**src/rtl/fp32_pkg.sv**
```systemverilog
// Shared IEEE754 single-precision definitions for the float front ends and the
// sample feeder state encoding.
package fp32_pkg;

    localparam int unsigned FP32_BIAS  = 127;
    localparam int unsigned FP32_EXP_W = 8;
    localparam int unsigned FP32_MAN_W = 23;

    localparam logic [31:0] FP32_ZERO = 32'h0000_0000;

    typedef struct packed {
        logic                  sign;
        logic [FP32_EXP_W-1:0] exp;
        logic [FP32_MAN_W-1:0] man;
    } fp32_t;

    typedef enum logic [2:0] {
        StIdle,
        StConv,
        StSetup,
        StHigh,
        StLow
    } feeder_state_t;

endpackage

```
**src/rtl/int_to_fp32.sv**
```systemverilog
// Combinational signed fixed-point to fp32 converter. Exact for IN_W <= 24,
// so no rounding logic is needed.
module int_to_fp32
    import fp32_pkg::*;
#(
    parameter int unsigned IN_W      = 16,
    parameter int unsigned FRAC_BITS = 0
) (
    input  logic [IN_W-1:0] sample,
    output fp32_t           result
);

    localparam int unsigned P_W = $clog2(IN_W);

    logic            sign;
    logic [IN_W-1:0] mag;
    logic [P_W-1:0]  lead;
    logic [IN_W-2:0] frac;

    always_comb begin
        sign = sample[IN_W-1];
        // Unsigned view keeps the most negative input representable as 2^(IN_W-1).
        mag  = sign ? (~sample + 1'b1) : sample;

        lead = '0;
        for (int i = 0; i < IN_W; i++) begin
            if (mag[i]) begin
                lead = P_W'(i);
            end
        end

        // Normalise so the leading one falls off the top; the rest is the fraction.
        frac = (IN_W-1)'(mag << (P_W'(IN_W - 1) - lead));

        result      = '0;
        if (mag != '0) begin
            result.sign = sign;
            result.exp  = FP32_EXP_W'(FP32_BIAS + 32'(lead) - FRAC_BITS);
            result.man  = FP32_MAN_W'(frac) << (FP32_MAN_W - (IN_W - 1));
        end
    end

endmodule

```
**src/rtl/sample_to_float_feeder.sv**
```systemverilog
// Accepts fixed-point samples, converts them to fp32 and emits a clean dataIn
// strobe with data held stable around the rising edge; counts issued strobes.
module sample_to_float_feeder
    import fp32_pkg::*;
#(
    parameter int unsigned IN_W      = 16,
    parameter int unsigned FRAC_BITS = 0,
    parameter int unsigned SETUP     = 1,
    parameter int unsigned STROBE_HI = 2,
    parameter int unsigned STROBE_LO = 2,
    parameter int unsigned SIZE      = 28
) (
    input  logic                    clk,
    input  logic                    rstn,
    input  logic                    in_valid,
    output logic                    in_ready,
    input  logic [IN_W-1:0]         in_sample,
    output logic [31:0]             data,
    output logic                    dataIn,
    output logic                    busy,
    output logic [$clog2(SIZE)-1:0] sample_cnt,
    output logic                    window_full
);

    localparam int unsigned PH_MAX_SH = (SETUP > STROBE_HI) ? SETUP : STROBE_HI;
    localparam int unsigned PH_MAX    = (PH_MAX_SH > STROBE_LO) ? PH_MAX_SH : STROBE_LO;
    localparam int unsigned PH_W      = $clog2(PH_MAX + 1);
    localparam int unsigned CNT_W     = $clog2(SIZE);

    feeder_state_t   state_q;
    logic [PH_W-1:0] phase_q;
    logic [IN_W-1:0] sample_q;
    fp32_t           conv;

    int_to_fp32 #(
        .IN_W      (IN_W),
        .FRAC_BITS (FRAC_BITS)
    ) u_conv (
        .sample (sample_q),
        .result (conv)
    );

    // Gated by rstn so the handshake is closed for the whole reset interval.
    assign in_ready = rstn && (state_q == StIdle);
    assign busy     = (state_q != StIdle);

    always_ff @(posedge clk or negedge rstn) begin
        if (!rstn) begin
            state_q     <= StIdle;
            phase_q     <= '0;
            sample_q    <= '0;
            data        <= FP32_ZERO;
            dataIn      <= 1'b0;
            sample_cnt  <= '0;
            window_full <= 1'b0;
        end else begin
            unique case (state_q)
                StIdle: begin
                    if (in_valid) begin
                        sample_q <= in_sample;
                        state_q  <= StConv;
                    end
                end
                StConv: begin
                    data    <= conv;
                    phase_q <= '0;
                    state_q <= StSetup;
                end
                StSetup: begin
                    if (phase_q == PH_W'(SETUP - 1)) begin
                        phase_q <= '0;
                        dataIn  <= 1'b1;
                        state_q <= StHigh;
                        if (sample_cnt == CNT_W'(SIZE - 1)) begin
                            sample_cnt  <= '0;
                            window_full <= 1'b1;
                        end else begin
                            sample_cnt <= sample_cnt + 1'b1;
                        end
                    end else begin
                        phase_q <= phase_q + 1'b1;
                    end
                end
                StHigh: begin
                    if (phase_q == PH_W'(STROBE_HI - 1)) begin
                        phase_q <= '0;
                        dataIn  <= 1'b0;
                        state_q <= StLow;
                    end else begin
                        phase_q <= phase_q + 1'b1;
                    end
                end
                StLow: begin
                    if (phase_q == PH_W'(STROBE_LO - 1)) begin
                        phase_q <= '0;
                        state_q <= StIdle;
                    end else begin
                        phase_q <= phase_q + 1'b1;
                    end
                end
                default: state_q <= StIdle;
            endcase
        end
    end

endmodule

```
**config.mk**
```make
export PLATFORM = sky130hd
export DESIGN_NAME = sample_to_float_feeder
export DESIGN_NICKNAME = d
export VERILOG_FILES = /design/src/rtl/fp32_pkg.sv /design/src/rtl/int_to_fp32.sv /design/src/rtl/sample_to_float_feeder.sv
export SDC_FILE = /design/constraint.sdc
export NUM_CORES = 1
export LEC_CHECK = 0
export ABC_CLOCK_PERIOD_IN_PS = 3450
export CORE_ASPECT_RATIO = 1.5
export CORE_MARGIN = 5
export CORE_UTILIZATION = 25
export CTS_CLUSTER_DIAMETER = 200
export DETAILED_ROUTE_END_ITERATION = 6
export GPL_ROUTABILITY_DRIVEN = 1
export PLACE_DENSITY = 0.55
export SLEW_MARGIN = 10
export SYNTH_ARGS = -nofsm -noshare
export SYNTH_HDL_FRONTEND = slang
export SYNTH_SLANG_ARGS = --single-unit
```
**constraint.sdc**
```tcl
create_clock -name clk -period 3.45 [get_ports clk]
set_input_delay 0.69 -clock clk [delete_from_list [all_inputs] [get_ports clk]]
set_output_delay 0.69 -clock clk [all_outputs]
set_load 0.01 [all_outputs]
```
---- Word-level counts from Yosys, hierarchy flattened ----
Index checks and enable logic that the tools add are counted.
word-level totals
  bits in latches ......................... 0
  ROM bits ................................ 0
  memories ................................ 0
  RAM bits ................................ 0
  flip-flop bits (word level) ............. 60
  input bits .............................. 19
  word-level logic and storage cells ...... 66
cells by class
  magnitude comparators ................... 0
  multiplexer cells ....................... 29
  divide/modulo/power cells ............... 0
  shift-type cells ........................ 1
  bitwise gates (word level) .............. 1
  add/subtract/negate cells ............... 5
  reduce and logical (&&, ||, !) cells .... 13
  equality and inequality tests ........... 10
  $mul .................................... 0
operators with widths
  operator               count
  $mux 4                 14
  $mux 32                1
  $add 16x1->16 const B  1
  $mux 16                1
  $not 16->16            1
  $reduce_bool 16->1     1
  $shl 16x4->15          1
  $pmux 3 s5             1
  $mux 3                 4
  $add 7x4->8 const A    1
  $ne 2x2->1 const B     4
  $eq 3x2->1 const B     2
  $pmux 2 s3             1
  $reduce_and 3->1       2
  $reduce_bool 3->1      2
  $add 5x1->5 const B    1
  $eq 5x5->1 const B     1
  $mux 5                 1
  $mux 2                 2
  $reduce_and 2->1       2
  $reduce_and 4->1       1
  $sub 4x4->4 const A    1
  $eq 3x1->1 const B     1
  $eq 3x3->1 const B     1
  other kinds (9)        11

---- Depth between registers and ports, before layout ----
  word-level depth ........................ 21
  depth in mapped cells ................... 17
  depth with buffers taken out ............ 13

---- Hierarchy ----
Synthesis repeated with hierarchy kept, for this count alone.
unflattened totals
  cell total of the unflattened synthesis .. 406
  area, all modules ....................... 4135.2 µm²
by module, submodules not included
  module                  area an instance (µm²)  seq. area each (µm²)  cells each  times used
  sample_to_float_feeder  2533.7                  1501.4                178         1
  int_to_fp32             1601.5                  0.0                   228         1

---- Worst setup path after synthesis ----
Ideal clock, no wire load.
  path type ............................... flip-flop to flip-flop
  start ................................... register sample_q[0]
  end ..................................... register data[25]
  buffers on the path ..................... 4
  stages on the path, launching flop included .. 17
  setup slack ............................. -0.239 ns
  required time ........................... 3.316 ns
  data arrival time ....................... 3.555 ns
  cell sequence ........................... dfrtp_1 -> clkbuf_1 -> inv_1 -> ha_1 -> or4b_1 -> buf_2 -> o41ai_2 -> xnor2_1 -> nor2_1 -> or2_1 -> buf_6 -> a21oi_2 -> clkbuf_1 -> ha_1 -> inv_1 -> xnor2_1 -> o21ai_0
between the ends
  longest elaborated chain between the ends .. 20
  elaborated cells on any way between the ends .. 21
  classes of those cells .................. add/sub (2); mux (17); bitwise (1); reduce/logical (1)
ends and longest elaborated chain
  element                   RTL line                      text
  start: declaration        sample_to_float_feeder.sv:32  logic [IN_W-1:0] sample_q;
  start signal: assignment  sample_to_float_feeder.sv:60  sample_q <= in_sample;
  $not 16->16               int_to_fp32.sv:23             mag = sign ? (~sample + 1'b1) : sample;
  $add 16x1->16             int_to_fp32.sv:23
  $mux 16 (*)               int_to_fp32.sv:23
  $mux 1                    int_to_fp32.sv:27             if (mag[i]) begin
  $mux 4 (14 in a row)      int_to_fp32.sv:27
  $add 7x4->8               int_to_fp32.sv:38             result.exp = FP32_EXP_W'(FP32_BIAS + 32'(lead) - FRAC_BITS);
  $mux 32 (*)               int_to_fp32.sv:36             if (mag != '0) begin
  end signal: assignment    sample_to_float_feeder.sv:65  data <= conv;
  end: declaration          sample_to_float_feeder.sv:18  output logic [31:0] data,
Mark *: on every way between the ends. The rest lies on a longest branch, timed or not.
A chain may end at the register's enable or synchronous reset.

---- Worst setup path in the final report ----
  start ................................... register sample_q[1]
  end ..................................... register data[12]
between the ends
  longest elaborated chain between the ends .. 21
  elaborated cells on any way between the ends .. 22
  classes of those cells .................. add/sub (2); shift (1); mux (17); bitwise (1); reduce/logical (1)
ends and longest elaborated chain
  element               RTL line           text
  $not 16->16           int_to_fp32.sv:23
  $add 16x1->16         int_to_fp32.sv:23
  $mux 16 (*)           int_to_fp32.sv:23
  $mux 1                int_to_fp32.sv:27
  $mux 4 (14 in a row)  int_to_fp32.sv:27
  $sub 4x4->4           int_to_fp32.sv:33  frac = (IN_W-1)'(mag << (P_W'(IN_W - 1) - lead));
  $shl 16x4->15         int_to_fp32.sv:33
  $mux 32 (*)           int_to_fp32.sv:36
Marked as above.

==> impl_metrics.py <==
metrics = {
    "logic_synthesis": {
        "netlist.top_cell.by_area": "sky130_fd_sc_hd__dfrtp_1",
        "fraction_of_registers_with_async_set_reset_pct": 100,
        "postSynthAreaPerCell_um2": 8.38,
        "synth_area_leaders": "sky130_fd_sc_hd__dfrtp_1 32%, sky130_fd_sc_hd__o21ai_0 5.4%, sky130_fd_sc_hd__nand2_1 4.9%, sky130_fd_sc_hd__nor2_1 3.3%, sky130_fd_sc_hd__ha_1 2.8%",
        "syn_inst": 477,
        "synth_top_flop_cell": "sky130_fd_sc_hd__dfrtp_1",
        "yosys_warnings": 0,
        "yosys.area.top_type_share_pct": 31.9,
        "synth_cell_type_count": 79,
        "synthesis.area_um2": 4000,
        "synth_seq_cells": 51,
        "synth-edff-count": 0,
        "synth_seq_area_share_pct": 31.9,
    },
    "clock_tree": {
        "cts_inserted_buffers": 5,
        "clk_path_buf_depth": 2,
        "clkSinkCount": 51,
        "cts.hold.buffers_added": 0,
        "ctsHtreeMaxLevel": 2,
        "clockRootBuffer": "sky130_fd_sc_hd__clkbuf_16",
        "clk_latency_ns": 0.30,
        "clock_slew_at_reported_path_ffs_ns": 0.07,
        "tritoncts": "done",
    },
    "timing": {
        "timing_worst_slew_pin_value_ns": 0.696,
        "timing.setup.tns_ns": -0.0739,
        "grt_setup_unrepaired": "yes",
        "achievable-frequency_mhz": 287,
        "finClkSkew_ns": 0.00953,
        "drv_slew": 0,
        "final_critical_delay_including_setup_and_external_delays_ns": 3.48,
        "timing.final.setup_violations": 3,
        "finalWorstSetupSlack_ns": -0.0315,
        "min_period_over_period_pct": 101,
        "relSlewSlack_pct": 53.3,
        "finalHoldViolCount": 0,
    },
    "critical_path": {
        "critical_path_buf_inv_count": 4,
        "timing.critical_path.required_ns": 3.63,
        "startpoint": "sample_q[1]",
        "worstSetupPathType": "reg2reg",
        "worstPathArrival_ns": 3.66,
        "critical_path_peak_fanout": 5,
        "timing.rr.end": "data[12]",
        "crit_path_top_delay_cell": "sky130_fd_sc_hd__or4_4",
        "critical_path.endpoint": "data[12]",
        "timing.critical_path.mode_cell": "sky130_fd_sc_hd__buf_6",
        "critPathCaptureType": "flip-flop",
        "crit_family": "simple AND/OR/NAND/NOR gates",
        "r2r_slack_ns": -0.03,
        "critPathLaunchType": "flip-flop",
        "critical_path.max_stage_delay_ns": 0.53,
        "cells_along_the_critical_path": "inv_2 -> ha_4 -> or4b_4 -> buf_6 -> or3_4 -> or4_4 -> and2_4 -> a21oi_4 -> buf_6 -> o32ai_2 -> a211oi_1 -> buf_4 -> nor2_1",
        "critical_path.reg2reg.startpoint": "sample_q[1]",
        "reg2reg_depth": 13,
        "cp_num_cells": 13,
    },
    "floorplanning": {
        "floorplan.io_pins": 60,
        "initial_core_util_pct": 25.5,
        "chip_width_um": 113,
        "floorplan.die_area_um2": 18700,
        "placement_rows": 56,
        "die_h_um": 165,
        "core_region_area_um2": 15700,
    },
    "routing": {
        "drtPass1Iterations": 4,
        "detail_route.wl_per_cell_um": 17.1,
        "drc": 0,
        "initialDrtViolationCount": 184,
        "drtAntennaViolNets": 0,
        "postRouteWirelength_um": 13400,
        "detailroute.via_count": 4046,
        "routed_via_density": 5.17,
    },
    "min_path": {
        "hold_path_class": "reg2reg",
    },
    "finish": {
        "most-common-layout-cells": "74 x sky130_fd_sc_hd__buf_4, 51 x sky130_fd_sc_hd__nand2_1, 51 x sky130_fd_sc_hd__dfrtp_1",
        "multiInputGateArea_um2": 2680,
        "final_common_cell": "sky130_fd_sc_hd__buf_4",
        "sequential_cell_area_um2": 1280,
        "drive_gt1_share_pct": 26.1,
        "layout.nets": 606,
        "diodes_inserted": 0,
        "synthToLayoutAreaGrowth_pct": 39.3,
        "nFillCells": 1643,
    },
    "global_route": {
        "largest_net_degree_at_the_start_of_global_routing": 52,
        "grt_first_pass_wirelength_um": 21400,
        "grt_pass1_vias": 4099,
        "grt-ovfl-total": 0,
        "grtUsageTotal_pct": 14.2,
        "initial_antenna_violation_count": 0,
    },
    "outcome": {
        "failed_checks": "setup timing",
        "run_status": "finished, violations left",
    },
    "job": {
        "maxCapViolations": 0,
    },
    "placed_design": {
        "globalplace.congestion": 0.914,
        "buffer_ports.inserted": 51,
        "dp.final_hpwl_um": 10400,
        "dpl_worst_slack_ns": -0.169,
    },
}
-- Yosys cell counts, drive strengths merged, types with 4 or more instances --
cell type,n
nand2b,8
nand4,4
xor2,6
o211ai,6
o41ai,4
inv,14
nor3b,8
o21ai,43
a32o,4
a31oi,5
nand3,9
nor2,35
o31ai,7
nor4,5
xnor2,10
nor3,22
a21o,8
clkbuf,20
mux2,10
mux2i,5
a32oi,5
a21oi,20
dfrtp,51
buf,24
ha,9
or3,4
nand2,53
a2111oi,6
and2,7
a211oi,13
-- metal layers --
metal / part of all wire [%] / global-route usage, %
met1: 40 / 16.1
met4: 3.8 / 6.94
met3: 2.9 / 1.25
met5: 0 / 0
met2: 54 / 26.6
-- worst min-delay path: stages (launching register included) --
cell,delay [ns]
sky130_fd_sc_hd__dfrtp_1,0.34
sky130_fd_sc_hd__nand2_1,0.05
sky130_fd_sc_hd__o21ai_0,0.06
-- area by class of cell --
class / instances / share of cell area [%]
Tap cell: 203 / 4.56
Timing Repair Buffer: 131 / 20.6
Multi-Input combinational cell: 374 / 48.2
Clock buffer: 6 / 2.49
Sequential cell: 51 / 22.9
Inverter: 15 / 1.01
Clock inverter: 2 / 0.292
-- through the flow --
stage	std cells	utilization, %	instance area [um2]	hold WS (ns)
5_1_grt	782	35.5	5570	0.506
2_1_floorplan	484	-	4050	0.394
6_report	782	35.5	5570	0.475
3_5_place_dp	769	32.9	5160	0.466
3_3_place_gp	769	32.9	5160	0.463
4_1_cts	780	34.4	5400	0.486
-- what timing repair did --
| action | CTS | global route |
|---|---|---|
| gates resized for setup | 13 | 31 |
| cloned | 0 | 0 |
| setup buffers | 3 | 4 |
| endpoints found under the setup margin | 18 | 19 |
| pin swaps | 5 | 15 |
-- flip-flops by register name, indices dropped and copies added (netlist names) --
register,flops
phase_q,2
sample_q,16
window_full,1
sample_cnt,5
dataIn,1
state_q,3
data,23
-- how the worst min path moves through the flow --
stage,from,to,slack [ns],cells past startpoint
finish,data[25],data[25],0.48,2
detailed placement,window_full,window_full,0.47,1
global route,data[25],data[25],0.51,2
global placement,data[25],data[25],0.46,2
CTS,window_full,window_full,0.49,1
floorplan,rstn,dataIn,0.39,0
-- cell families (layout without fill, tap and decap cells) --
kind of cell    count (synthesis)  after routing  synth area share [%]
compound gates                155            155                  28.9
xor+xnor                       16             16                  3.51
fa+ha+maj                       9              9                  2.82
buf+inv                        59            154                  7.26
flops                          51             51                  31.9
mux                            15             15                  4.07
other cells                     1              8                0.0938
simple gates                  171            171                  21.4
Power is left out: the tool's default activity adds up to more than one toggle a clock period on the data nets, which glitch-free logic cannot reach.
